## config.mk

```make
export PLATFORM = sky130hd
export DESIGN_NAME = cmd_slot_sched
export DESIGN_NICKNAME = d
export VERILOG_FILES = /design/src/rtl/cmd_slot_sched_pkg.sv /design/src/rtl/cmd_slot_sched_rr_pick.sv /design/src/rtl/cmd_slot_sched.sv
export SDC_FILE = /design/constraint.sdc
export NUM_CORES = 1
export LEC_CHECK = 0
export ABC_AREA = 1
export BUFFER_PORTS_ARGS = -buffer_cell sky130_fd_sc_hd__buf_2
export CAP_MARGIN = 20
export CORE_ASPECT_RATIO = 1.5
export CORE_MARGIN = 1
export CORE_UTILIZATION = 62
export DETAILED_ROUTE_END_ITERATION = 10
export GPL_TIMING_DRIVEN = 0
export PLACE_DENSITY = 0.85
export SYNTH_ARGS = -nofsm -noshare
export SYNTH_HDL_FRONTEND = slang
export SYNTH_SLANG_ARGS = --single-unit
```

## constraint.sdc

```tcl
create_clock -name clk -period 6.25 [get_ports clk]
set_input_delay 0.3125 -clock clk [delete_from_list [all_inputs] [get_ports clk]]
set_output_delay 0.3125 -clock clk [all_outputs]
set_load 0.005 [all_outputs]
```

## src/rtl/cmd_slot_sched_pkg.sv

```systemverilog
// Shared SATA host definitions: scheduler FSM encoding and command-type codes.
// Latency: n/a (constants and types only).
// Backpressure: n/a.
package cmd_slot_sched_pkg;

    // Scheduler FSM encoding, kept as plain constants for legacy tools.
    localparam logic [1:0] ST_IDLE      = 2'd0;
    localparam logic [1:0] ST_ISSUE     = 2'd1;
    localparam logic [1:0] ST_WAIT_DONE = 2'd2;

    // 3-bit command-type codes carried in each slot.
    typedef enum logic [2:0] {
        CMD_NOP       = 3'h0,
        CMD_READ_DMA  = 3'h1,
        CMD_WRITE_DMA = 3'h2,
        CMD_FLUSH     = 3'h3,
        CMD_IDENTIFY  = 3'h4,
        CMD_READ_FPDMA  = 3'h5,
        CMD_WRITE_FPDMA = 3'h6,
        CMD_VENDOR    = 3'h7
    } cmd_type_e;

endpackage

```

## src/rtl/cmd_slot_sched_rr_pick.sv

```systemverilog
// Round-robin first-set finder: lowest set request bit at or after ptr, wrapping.
// Latency: purely combinational.
// Backpressure: none; vld is low when no request bit is set.
module rr_pick #(
    parameter int N  = 4,
    parameter int IW = $clog2(N)
) (
    input  logic [N-1:0]  req,
    input  logic [IW-1:0] ptr,
    output logic          vld,
    output logic [IW-1:0] idx
);

    // Scan from ptr upward; the index sum wraps naturally because N is a power of 2.
    always_comb begin
        vld = 1'b0;
        idx = '0;
        for (int i = 0; i < N; i++) begin
            if (!vld && req[ptr + IW'(i)]) begin
                vld = 1'b1;
                idx = ptr + IW'(i);
            end
        end
    end

endmodule

```

## src/rtl/cmd_slot_sched.sv

```systemverilog
// Command slot scheduler: round-robin issue of loaded slots to the transport layer.
// Latency: slot_wr -> ISSUE in 1 cycle, cmd_val the cycle after; one IDLE cycle between commands.
// Backpressure: cmd_busy holds the command in ISSUE with cmd_val low until the transport frees up.
module cmd_slot_sched
    import cmd_slot_sched_pkg::*;
#(
    parameter int NSLOTS = 4,
    parameter int TMO_W  = 16
) (
    input  logic                      clk,
    input  logic                      rst,
    input  logic                      slot_wr,
    input  logic [$clog2(NSLOTS)-1:0] slot_wr_idx,
    input  logic [2:0]                slot_wr_type,
    input  logic [3:0]                slot_wr_port,
    input  logic [NSLOTS-1:0]         slot_clr,
    input  logic                      abort,
    input  logic [TMO_W-1:0]          tmo_limit,
    output logic [NSLOTS-1:0]         slot_pend,
    output logic [NSLOTS-1:0]         slot_act,
    output logic [NSLOTS-1:0]         slot_done,
    output logic [NSLOTS-1:0]         slot_err,
    output logic                      tmo_flag,
    output logic [2:0]                cmd_type,
    output logic [3:0]                cmd_port,
    output logic                      cmd_val,
    input  logic                      cmd_busy,
    input  logic                      cmd_done_good,
    input  logic                      cmd_done_bad
);

    localparam int IW = $clog2(NSLOTS);

    logic [1:0]       state;
    logic [IW-1:0]    rr_ptr;
    logic [IW-1:0]    act_idx;
    logic [TMO_W-1:0] tmo_cnt;
    logic [2:0]       act_type;
    logic [3:0]       act_port;
    logic [2:0]       type_mem [NSLOTS];
    logic [3:0]       port_mem [NSLOTS];

    logic              pick_vld;
    logic [IW-1:0]     pick_idx;
    logic              in_idle, in_issue, in_wait;
    logic              pick, wr_ok, issue_abort, tmo_hit;
    logic              fin_good, fin_err, complete;
    logic [NSLOTS-1:0] act_mask, wr_mask, pick_mask;

    rr_pick #(.N(NSLOTS), .IW(IW)) u_rr_pick (
        .req (slot_pend),
        .ptr (rr_ptr),
        .vld (pick_vld),
        .idx (pick_idx)
    );

    assign in_idle  = (state == ST_IDLE);
    assign in_issue = (state == ST_ISSUE);
    assign in_wait  = (state == ST_WAIT_DONE);
    assign pick     = in_idle & pick_vld;

    // Writes into a slot that is still queued or running are dropped.
    assign wr_ok = slot_wr & ~slot_pend[slot_wr_idx] & ~slot_act[slot_wr_idx];

    // Abort during ISSUE suppresses the strobe so the transport never sees the command.
    assign cmd_val     = in_issue & ~cmd_busy & ~abort;
    assign issue_abort = in_issue & abort;

    assign tmo_hit  = (tmo_limit != '0) && ((tmo_cnt + TMO_W'(1)) == tmo_limit);

    // Completion priority: bad > good > abort > timeout.
    assign fin_good = in_wait & ~cmd_done_bad & cmd_done_good;
    assign fin_err  = (in_wait & (cmd_done_bad | (~cmd_done_good & (abort | tmo_hit)))) | issue_abort;
    assign complete = fin_good | fin_err;

    assign act_mask  = NSLOTS'(1) << act_idx;
    assign wr_mask   = wr_ok ? (NSLOTS'(1) << slot_wr_idx) : '0;
    assign pick_mask = pick  ? (NSLOTS'(1) << pick_idx)    : '0;

    assign cmd_type = in_idle ? 3'h0 : act_type;
    assign cmd_port = in_idle ? 4'h0 : act_port;

    // Scheduler FSM: pick, issue with backpressure, then wait for completion or timeout.
    always_ff @(posedge clk or posedge rst) begin
        if (rst) begin
            state    <= ST_IDLE;
            rr_ptr   <= '0;
            act_idx  <= '0;
            act_type <= CMD_NOP;
            act_port <= '0;
            tmo_cnt  <= '0;
            tmo_flag <= 1'b0;
        end else begin
            case (state)
                ST_IDLE: begin
                    if (pick_vld) begin
                        state    <= ST_ISSUE;
                        act_idx  <= pick_idx;
                        act_type <= type_mem[pick_idx];
                        act_port <= port_mem[pick_idx];
                    end
                end
                ST_ISSUE: begin
                    if (abort) begin
                        state  <= ST_IDLE;
                        rr_ptr <= act_idx + IW'(1);
                    end else if (!cmd_busy) begin
                        state   <= ST_WAIT_DONE;
                        tmo_cnt <= '0;
                    end
                end
                ST_WAIT_DONE: begin
                    if (complete) begin
                        state  <= ST_IDLE;
                        rr_ptr <= act_idx + IW'(1);
                        if (!cmd_done_bad && !cmd_done_good && !abort)
                            tmo_flag <= 1'b1;
                    end else begin
                        tmo_cnt <= tmo_cnt + TMO_W'(1);
                    end
                end
                default: state <= ST_IDLE;
            endcase
        end
    end

    // Per-slot flags and stored command fields; a load overrides a same-cycle clear.
    always_ff @(posedge clk or posedge rst) begin
        if (rst) begin
            slot_pend <= '0;
            slot_act  <= '0;
            slot_done <= '0;
            slot_err  <= '0;
            for (int i = 0; i < NSLOTS; i++) begin
                type_mem[i] <= CMD_NOP;
                port_mem[i] <= '0;
            end
        end else begin
            slot_pend <= (slot_pend & ~pick_mask) | wr_mask;
            slot_act  <= pick ? pick_mask : (complete ? '0 : slot_act);
            slot_done <= ((slot_done & ~slot_clr) | (fin_good ? act_mask : '0)) & ~wr_mask;
            slot_err  <= ((slot_err  & ~slot_clr) | (fin_err  ? act_mask : '0)) & ~wr_mask;
            if (wr_ok) begin
                type_mem[slot_wr_idx] <= slot_wr_type;
                port_mem[slot_wr_idx] <= slot_wr_port;
            end
        end
    end

endmodule

```

== Yosys cells after proc, flatten, opt, wreduce, memory -nomap -nowiden ==
Cells that the tools add are included.
Widths: inputs -> output; s select.
Cells by class
  add/sub/neg operators: 5
  multiply operators: 0
  divide/modulo/power cells: 0
  order comparisons: 8
  equal/unequal tests: 10
  shifts and indexed selects: 3
  multiplexer cells: 52
  bitwise gates (word level): 33
  reduce and logical (&&, ||, !) cells: 22
Operators with widths (number)
  $mux 16: 3
  $mux 4: 10
  $pmux 16 s2: 1
  $and 4x4->4: 5
  $mux 2: 10
  $add 16x1->16 const B: 1
  $bwmux 16: 1
  $eq 16x16->1: 1
  $reduce_bool 16->1: 1
  $lt 2x3->1 const B: 5
  $bmux 1 s2: 6
  $bwmux 12: 1
  $mux 3: 4
  $not 4->4: 3
  $or 4x4->4: 3
  $shl 1x2->4 const A: 3
  $and 1x1->1: 10
  $mux 1: 10
  $ne 2x2->1 const B: 5
  $reduce_and 3->1: 3
  $bmux 4 s2: 1
  $demux 4 s2: 1
  $logic_and 1x1->1: 7
  $bmux 3 s2: 1
  19 further kinds: 37
Word-level totals
  register bits: 74
  bits in latches: 0
  memory bits (writable): 0
  memory bits (read-only): 0
  input port bits: 36
  output and inout port bits: 25
  word-level logic and storage cells: 152
  memories kept: 0

== Logic depth before layout (Yosys ltp) ==
Gate-level depths: netlist of the first run.
  depth in word-level cells: 17
  gate-level depth with buffers: 19
  mapped depth without buffers: 18

== By module ==
A second synthesis of the first run with hierarchy kept.
Second synthesis, totals
  cell total of the unflattened synthesis: 638
  area, all modules: 4431.8 sq um
Modules (own cells, without submodules)
  cmd_slot_sched: instances 1, cells an instance 579, area an instance 4112.7 sq um, sequential area each 1851.8 sq um
  rr_pick: instances 1, cells an instance 59, area an instance 319.1 sq um, sequential area each 0.0 sq um

== Worst setup path before layout of the first run ==
No wires, ideal clock.
  path type: register -> register
  start point: register tmo_cnt[0]
  end point: register tmo_cnt[15]
  setup time: 118 ps
  arrival time: 1924 ps
  required time: 6132 ps
  setup slack: 4208 ps
  cell stages (with the launch flop): 20
  path buffers: 1
  clock period less this slack: 2042 ps
  path through: dfrtp_1 > ha_1 > nand2_2 > nor2_4 > nand3_1 > nand2_1 > nand2_1 > nand2_1 > nand2_1 > nor2_1 > nand3_1 > nor2_1 > nand2_1 > nand2_2 > inv_2 > nand4_4 > inv_4 > buf_12 > nand2_1 > nand2_1
Between the ends
  cells in the longest elaborated chain, start to end: 11
  elaborated cells on any way between the ends: 13
  those cells by class: add/sub: 1; eq/ne: 2; mux: 2; bitwise: 6; reduce/logical: 2
RTL lines
  start, declared: line cmd_slot_sched.sv:37  | logic [TMO_W-1:0] tmo_cnt;
  start signal, assigned: line cmd_slot_sched.sv:119  | tmo_cnt <= tmo_cnt + TMO_W'(1);
  $add 16x1->16 *: line cmd_slot_sched.sv:69, cmd_slot_sched.sv:119
  $eq 16x16->1: line cmd_slot_sched.sv:69  | assign tmo_hit = (tmo_limit != '0) && ((tmo_cnt + TMO_W'(1)) == tmo_limit);
  $logic_and 1x1->1: line cmd_slot_sched.sv:69
  $or 1x1->1: line cmd_slot_sched.sv:73  | assign fin_err = (in_wait & (cmd_done_bad | (~cmd_done_good & (abort | tmo_hit)))) | issue_abort;
  $and 1x1->1: line cmd_slot_sched.sv:73
  $or 1x1->1: line cmd_slot_sched.sv:73
  $and 1x1->1: line cmd_slot_sched.sv:73
  $or 1x1->1: line cmd_slot_sched.sv:73
  $or 1x1->1: line cmd_slot_sched.sv:74  | assign complete = fin_good | fin_err;
  $ne 2x2->1 (no source line)
  $reduce_and 4->1 (no source line)
Mark *: on every way between the ends. The rest lies on a longest branch, timed or not. The select of a mux whose other input is x is not followed.
A chain may end at the register's enable or synchronous reset.

== Final worst setup path of the first run ==
  start point: register tmo_cnt[0]
  end point: register tmo_cnt[7]
Same word-level chain as after synthesis.

==> results of run 1 <==
==> layout by cell type (no fill, tap or decap), types with 3 or more instances in the layout <==
cell      instances
nand4_1           9
nor2_1           50
nand2_2          19
clkbuf_1          6
a22o_1            4
ha_1              5
o21ai_0          30
clkbuf_8         10
buf_2            60
inv_1            93
nand3_1          49
dfrtp_1          74
o211ai_1         10
nor2_4            8
o21bai_1          7
buf_4             4
inv_2             7
nand3b_1          3
nand2_1         212
a21oi_1           6
o21ai_1           7
==> report_power, final <==
group | switching (uW) | leakage [uW] | internal (uW) | total, uW
Clock | 178 | 0.0000966 | 196 | 374
Combinational | 784 | 0.00168 | 417 | 1200
Sequential | 88.9 | 0.000951 | 652 | 741
Total | 1050 | 0.00273 | 1260 | 2320
==> synth_stat cells <==
cell type,number
nand2_1,212
inv_1,94
dfrtp_1,74
nor2_1,50
nand3_1,49
o21ai_0,30
nand2_2,19
o211ai_1,10
nand4_1,9
nor2_4,8
inv_2,7
o21ai_1,7
o21bai_1,7
a21oi_1,6
ha_1,5
a22o_1,4
buf_4,4
clkbuf_1,4
nand3b_1,3
and2_1,2
clkinv_1,2
nor2_2,2
nor3_1,2
o21ai_2,2
a221oi_1,1
a22oi_1,1
buf_12,1
buf_6,1
inv_4,1
nand3_2,1
nand4_4,1
xnor2_1,1
xor2_1,1
xor2_2,1
==> kinds of logic (layout without fill, tap and decap cells) <==
| family | after synthesis | count (layout) | synth area share [%] |
|---|---|---|---|
| adder cells (fa/ha/maj) | 5 | 5 | 1.418 |
| AO/OA/AOI/OAI | 68 | 68 | 9.331 |
| flip-flops | 74 | 74 | 41.97 |
| buffers and inverters | 114 | 190 | 10.64 |
| AND/OR/NAND/NOR | 358 | 358 | 35.88 |
| XOR/XNOR | 3 | 3 | 0.7659 |
==> layout make-up <==
type | count | area (um2)
Buffer | 10 | 76.32
Clock buffer | 12 | 145.1
Multi-Input combinational cell | 434 | 2091
Fill cell | 574 | 1843
Clock inverter | 4 | 51.30
Inverter | 104 | 395.4
Tap cell | 78 | 97.59
Timing Repair Buffer | 60 | 300.3
Sequential cell | 74 | 1852
==> sequential cells by signal (all words and copies together) (netlist names) <==
signal and count:
slot_pend 4, state 2, type_mem 12, tmo_flag 1, rr_ptr 2, slot_act 4
act_idx 2, slot_err 4, slot_done 4, act_type 3, act_port 4, port_mem 16
tmo_cnt 16
==> metal layers <==
metal  up-vias  global-route usage (%)  routed length (um)
met5         -                       0                   0
met4         0                   14.86                 281
met3        26                   5.067                 394
met2       124                   57.49                5852
met1      1954                   32.93                4128
li1       2081                       -                   -
==> path summary, 6_finish.rpt <==
kind	endpoint	slack (ns)	cells after the start
setup / recovery	tmo_cnt[7]	3.73	19
hold / removal	tmo_cnt[1]	0.15	2
setup reg to reg	tmo_cnt[7]	3.73	19
hold reg to reg	tmo_flag	0.47	2
max in group asynchronous	slot_done[1]	5.51	2
min in group clk	state[0]	0.19	3
==> per-stage QoR <==
step / cell area, um2 / cells / utilization, %
after global placement: 4810 / 760 / 70.20
after detailed placement: 4812 / 760 / 70.23
after floorplan: 4412 / 622 / -
after global routing: 5009 / 776 / 73.10
after CTS: 5009 / 776 / 73.10
final: 5009 / 776 / 73.10
==> critical path, stage by stage (launching register included) <==
cell	delay, ns
dfrtp_1	0.45
ha_1	0.25
nand2_2	0.10
nor2_4	0.19
nand3_1	0.13
nand2_1	0.09
nand2_1	0.07
nand2_1	0.06
nand2_1	0.04
nor2_1	0.12
nand3_1	0.11
nor2_1	0.10
nand2_1	0.08
nand2_2	0.08
inv_2	0.04
nand4_4	0.13
inv_4	0.09
buf_12	0.15
nand2_2	0.05
nand2_1	0.06
==> impl_results.md, run 1 <==
* Status: finished, final reports clean
* N_diodes at 0
* CTS Buffer Depth at 2
* Peak VDD IR at 0.2291 mV
* Worst slack, placed at 3.748 ns
* Root buf cell: clkbuf_8
* Die width at 70.88 um
* Core Region at 6852 um2
* Max-Cap Viols at 0
* RePlAce Congestion at 0.9085
* Total GRT Usage at 30.79%
* Final Power at 2316 uW
* H-tree levels at 3
* Post-DP HPWL at 8.257 mm
* Count of state elements after synthesis at 74
* Post-synth cell types at 34
* Reg clk slew, reported paths at 0.08 ns
* Worst Path Required at 6.50 ns
* Clock Latency Late Sink at 0.36 ns
* Setup bufs post-CTS at 0
* First-pass GRT wire length at 17.88 mm
* Via density at 5.393
* Avg WL per Cell at 13.73 um
* DRC viols at 0
* DRT iter0 DRCs at 308
* CP Capture Type: flip-flop
* TritonCTS clock tree: built
* Register area share after synthesis at 41.97%
* Pleak at 0.002731 uW
* Worst Skew at 0.01309 ns
* Starting Density at 64.39%
* Pre-antenna DRT Iters at 7
* Crit Path Max Fanout at 10
* Cell area after synthesis at 4412 um2
* Rows at 37
* Nets@finish at 734
* Crit Path Category: flip-flop to flip-flop
* Endpoints failing hold at 0
* Vias at 4185
* Initial antenna violation count at 0
* Fin worst setup slack at 3.731 ns
* Number of global-route vias before repair at 4121
* Area leader, netlist: dfrtp_1
* Clock Sinks at 74
* Yosys top cell area share at 41.97%
* Hold_buf cts at 0
* Die Ht at 105.3 um
* Worst-Margin Slew at 0.8985 ns
* Synth area leaders: dfrtp_1 42%, nand2_1 18%, inv_1 8.0%, nand3_1 5.6%, nor2_1 4.3%
* DIE AREA at 7464 um2
* HP Class: primary input to async pin
* Port Buffer Count at 60
* Final Max Slew Viols at 0
* WL final at 10.66 mm
* Tmin final at 2.519 ns
* Synth warn at 0
* Startpoint types: flip-flop
* Max Freq at 0.3971 GHz
* Layout cells sized above 1 at 17.62%
* Cell area power density at 462.4 nW/um2
* Largest net degree at the start of global routing at 75
* Final setup viols at 0
* ANT nets after route at 0
* Setup crit start: tmo_cnt[0]
* Max_slew headroom at 40.10%
* Mapped Cells at 622
* Fin Setup TNS at 0 ns
* Reg2Reg Launch Point: tmo_cnt[0]
* Area grow syn2layout at 13.53%
* WP data arrival at 2.77 ns
* Syn_area_per_cell at 7.093 um2
* Part of the cycle the worst path needs at 40.30%
* CTS Buf Count at 9
* IO Pins at 61
* Overflow after GRT at 0
* Syn nets at 663
* Resized cells post-CTS at 0
* WHS at 0.1503 ns
* RSZ-0062 raised after global routing: false
No activity file was read; power rests on OpenSTA's default activity.
==> run 2: changes to the inputs <==
Settings changed: ABC_AREA 1 to 0, CORE_UTILIZATION 62 to 52, PLACE_DENSITY 0.85 to 0.76.
Clock period 6.25 ns to 2.15 ns, I/O delays scaled along.
==> run 2 against run 1 <==
Effect of this change: the run now ends with negative hold slack, negative setup slack left; wire length up 11%; synthesized area shrank 0.88%; critical path type unchanged; non-clock buffer count up 43; die area increased by 18%; final cell count shrank 11%; via count decreased by 3.8%; largest power group unchanged.
==> impl_results.md, run 2 <==
* Status: complete, but fails checks
* Failing checks: negative hold slack, negative setup slack
* Most frequent cells after synthesis: 79 x nand2_1, 74 x dfrtp_1, 26 x nor2_1
* CTS Buf Count at 9 (unchanged)
* Startpoint types: flip-flop
* DRT iter0 DRCs at 227 (-26%)
* RSZ-0062 raised after global routing: true
* Via density at 5.859 (+8.6%)
* CTS Buffer Depth at 2 (unchanged)
* Part of the cycle the worst path needs at 124.9% (+85 points)
* Endpoints failing hold at 49 (+49)
* Port Buffer Count at 59 (-1.7%)
* Syn_area_per_cell at 9.110 um2 (+28%)
* Syn nets at 521 (-21%)
* Int Power at 3790 uW (+200%)
* Pre-antenna DRT Iters at 5 (-2)
* Cell area power density at 1077 nW/um2 (+130%)
* Root buf cell: clkbuf_16
* Crit Path Category: flip-flop to flip-flop
* Worst Path Required at 2.41 ns (-4.09 ns)
* Post-synth top flop: dfrtp_1
* Max_slew headroom at 34.11% (-6.0 points)
* Most frequent cells in the layout: 79 x nand2_1, 68 x dfrtp_1, 60 x buf_2
* EDFF count, synth at 0 (unchanged)
* Placement-stage cell area at 4908 um2 (+2.0%)
* DIE AREA at 8788 um2 (+18%)
* Synth warn at 0 (unchanged)
* Register area share after synthesis at 42.35% (+0.37 points)
* Pleak at 0.002522 uW (-7.7%)
* Rows at 40 (+8.1%)
* Critical Path Slowest Stage Cell: or4_4
* Crit Path Max Fanout at 7 (-3)
* Seq pwr share at 36.9% (+4.9 points)
* Die width at 76.88 um (+8.5%)
* Post-synth cell types at 56 (+65%)
* Crit path buf inv count at 2 (-1)
* HP Class: primary input to async pin
* Max Freq at 0.3723 GHz (-6.2%)
* Area grow syn2layout at 27.78%
* Count of state elements after synthesis at 74 (unchanged)
* Die Ht at 114.3 um (+8.5%)
* Final setup viols at 28 (+28)
* Most frequent cell after synthesis: nand2_1
* Total GRT Usage at 28.28% (-2.5 points)
* DRC viols at 0 (unchanged)
* WL final at 11.87 mm (+11%)
* FF/Latch Area at 1859 um2 (+0.41%)
* Peak VDD IR at 1.182 mV (+420%)
* Avg WL per Cell at 17.28 um (+26%)
* Initial antenna violation count at 0 (unchanged)
* Placed cells at 647 (-15%)
* Reg clk slew, reported paths at 0.06 ns (-0.02 ns)
* Starting Density at 54.27% (-10 points)
* Fin Setup TNS at -12.50 ns (-12.50 ns)
* Switching share of power at 37.04% (-8.3 points)
* Commonest non-fill, non-tap cell in the layout: nand2_1
* H-tree levels at 3 (unchanged)
* Worst Skew at 0.004980 ns (-0.008111 ns)
* First-pass GRT wire length at 19.09 mm (+6.8%)
* WHS at -0.04238 ns (-0.1927 ns)
* Area leader, netlist: dfrtp_1
* Clock Latency Late Sink at 0.34 ns (-0.02 ns)
* IO Pins at 61 (unchanged)
* ANT nets after route at 0 (unchanged)
* Biggest regs: port_mem: 16 flops, tmo_cnt: 16 flops, type_mem: 12 flops
* Max-Cap Viols at 0 (unchanged)
* Final non-filler cell total at 687 (-11%)
* Cell area after synthesis at 4373 um2 (-0.88%)
* Cells along the critical path: ha_4 > and3_4 > nand4_1 > xnor2_1 > or4_4 > nor4_4 > buf_4 > nand2b_4 > buf_8 > mux2i_1
* Synth area leaders: dfrtp_1 42%, nand2_1 6.8%, mux2_2 5.9%, o21ai_0 2.9%, xnor2_1 2.6%
* Nets@finish at 618 (-16%)
* Post-synth ARST share at 100.0% (unchanged)
* N_diodes at 0 (unchanged)
* Final core utilization at 69.35% (-3.8 points)
* Tmin final at 2.686 ns (+0.1676 ns)
* Number of global-route vias before repair at 4045 (-1.8%)
* Psw at 2230 uW (+110%)
* Core Region at 8058 um2 (+18%)
* CP Capture Type: flip-flop
* Fin worst setup slack at -0.5361 ns (-4.268 ns)
* Clk pwr share at 22.7% (+6.6 points)
* Final Power at 6020 uW (+160%)
* TritonCTS clock tree: built
* Overflow after GRT at 0 (unchanged)
* Slowest stage delay, CP at 0.57 ns (+0.12 ns)
* Vias at 4025 (-3.8%)
* Final Max Slew Viols at 0 (unchanged)
* Combinational share of power at 40.4% (-12 points)
* Mapped Cells at 480 (-23%)
* RePlAce Congestion at 0.9064 (-0.23%)
* Final instance area at 5588 um2 (+12%)
* Yosys top cell area share at 42.35% (+0.37 points)
* Clock Sinks at 74 (unchanged)
* Hold_buf cts at 0 (unchanged)
* Worst-Margin Slew at 0.9858 ns (+0.08729 ns)
* Layout cells sized above 1 at 31.27% (+14 points)
* Multi-input combinational cell area at 2519 um2 (+20%)
* WP data arrival at 2.94 ns (+0.17 ns)
* Post-DP HPWL at 8.247 mm (-0.12%)
* Largest net degree at the start of global routing at 75 (unchanged)
* Crit path max-delay family: simple AND/OR/NAND/NOR gates
* Filler Cells Inserted at 618 (+7.7%)
## run 2: cell types whose count changed after synthesis, sizes merged, moves of 12 or more
cell    previous run  this run
xnor2              1        13
inv              102        16
nand3             50        18
clkbuf             4        19
nor2b              0        17
nand2            231        79
mux2               0        23
nor2              60        26
nor4               0        12
## run 2: metrics by stage
stage / setup WS (ns) / hold slack (ns)
after floorplan: -0.4617 / 0.2129
after global placement: -0.9147 / 0.3406
after detailed placement: -0.9245 / 0.3523
after CTS: -0.4381 / 0.001125
after global routing: -0.6445 / 0.02563
final: -0.5361 / -0.04238
## run 2: cell type report
class                           instances  share of cell area [%]
Multi-Input combinational cell        363                   45.07
Sequential cell                        74                   33.27
Timing Repair Buffer                   89                   10.48
Clock buffer                           11                   4.344
Buffer                                 24                   2.821
Tap cell                              105                   2.351
Inverter                               16                   1.120
Clock inverter                          5                  0.5374
## run 2: per-layer routing
layer | track usage [%] | share of wire, % | vias up
li1 | - | - | 1909
met1 | 29.72 | 38 | 1955
met2 | 52.20 | 54 | 119
met3 | 5.100 | 3.7 | 42
met4 | 16.67 | 4.3 | 0
met5 | 0 | 0 | -
## run 2: worst paths after layout
kind	start	to	slack [ns]	cells past startpoint
worst min-delay path	rst	slot_done[0]	-0.04	2
min in group clk	slot_wr_port[2]	port_mem[2]	0.01	3
worst max-delay path	tmo_cnt[0]	tmo_cnt[1]	-0.54	10
max in group asynchronous	rst	slot_pend[0]	1.56	2
worst min register to register	tmo_flag	tmo_flag	0.45	1
worst max register to register	tmo_cnt[0]	tmo_cnt[1]	-0.54	10
## run 2: logic make-up (layout without fill, tap and decap cells)
group | count (synthesis) | after routing | synth area share [%]
AOI/OAI and AO/OA | 93 | 93 | 13.91
xor gates and xnor gates | 23 | 23 | 4.607
adders and majority gates | 5 | 5 | 1.431
buffers and inverters | 43 | 145 | 4.292
DFF | 74 | 74 | 42.35
muxes | 34 | 34 | 8.441
and+or+nand+nor | 208 | 208 | 24.98
## run 2: power by group through the flow
stage | registers (uW) | logic [uW] | clock network [uW]
after detailed placement | 2220 | 2290 | 0
final | 2220 | 2430 | 1370
after CTS | 2210 | 2390 | 1380
after floorplan | 2130 | 1660 | 0
after global routing | 2280 | 2720 | 1440
after global placement | 2180 | 2220 | 0
## run 2: timing repair
item / in CTS / in global routing
endpoints found under the hold margin: 0 / 0
endpoints found under the setup margin: 41 / 37
pin swaps: 14 / 7
gates resized for setup: 30 / 18
setup buffers: 20 / 6
gates cloned: 0 / 1
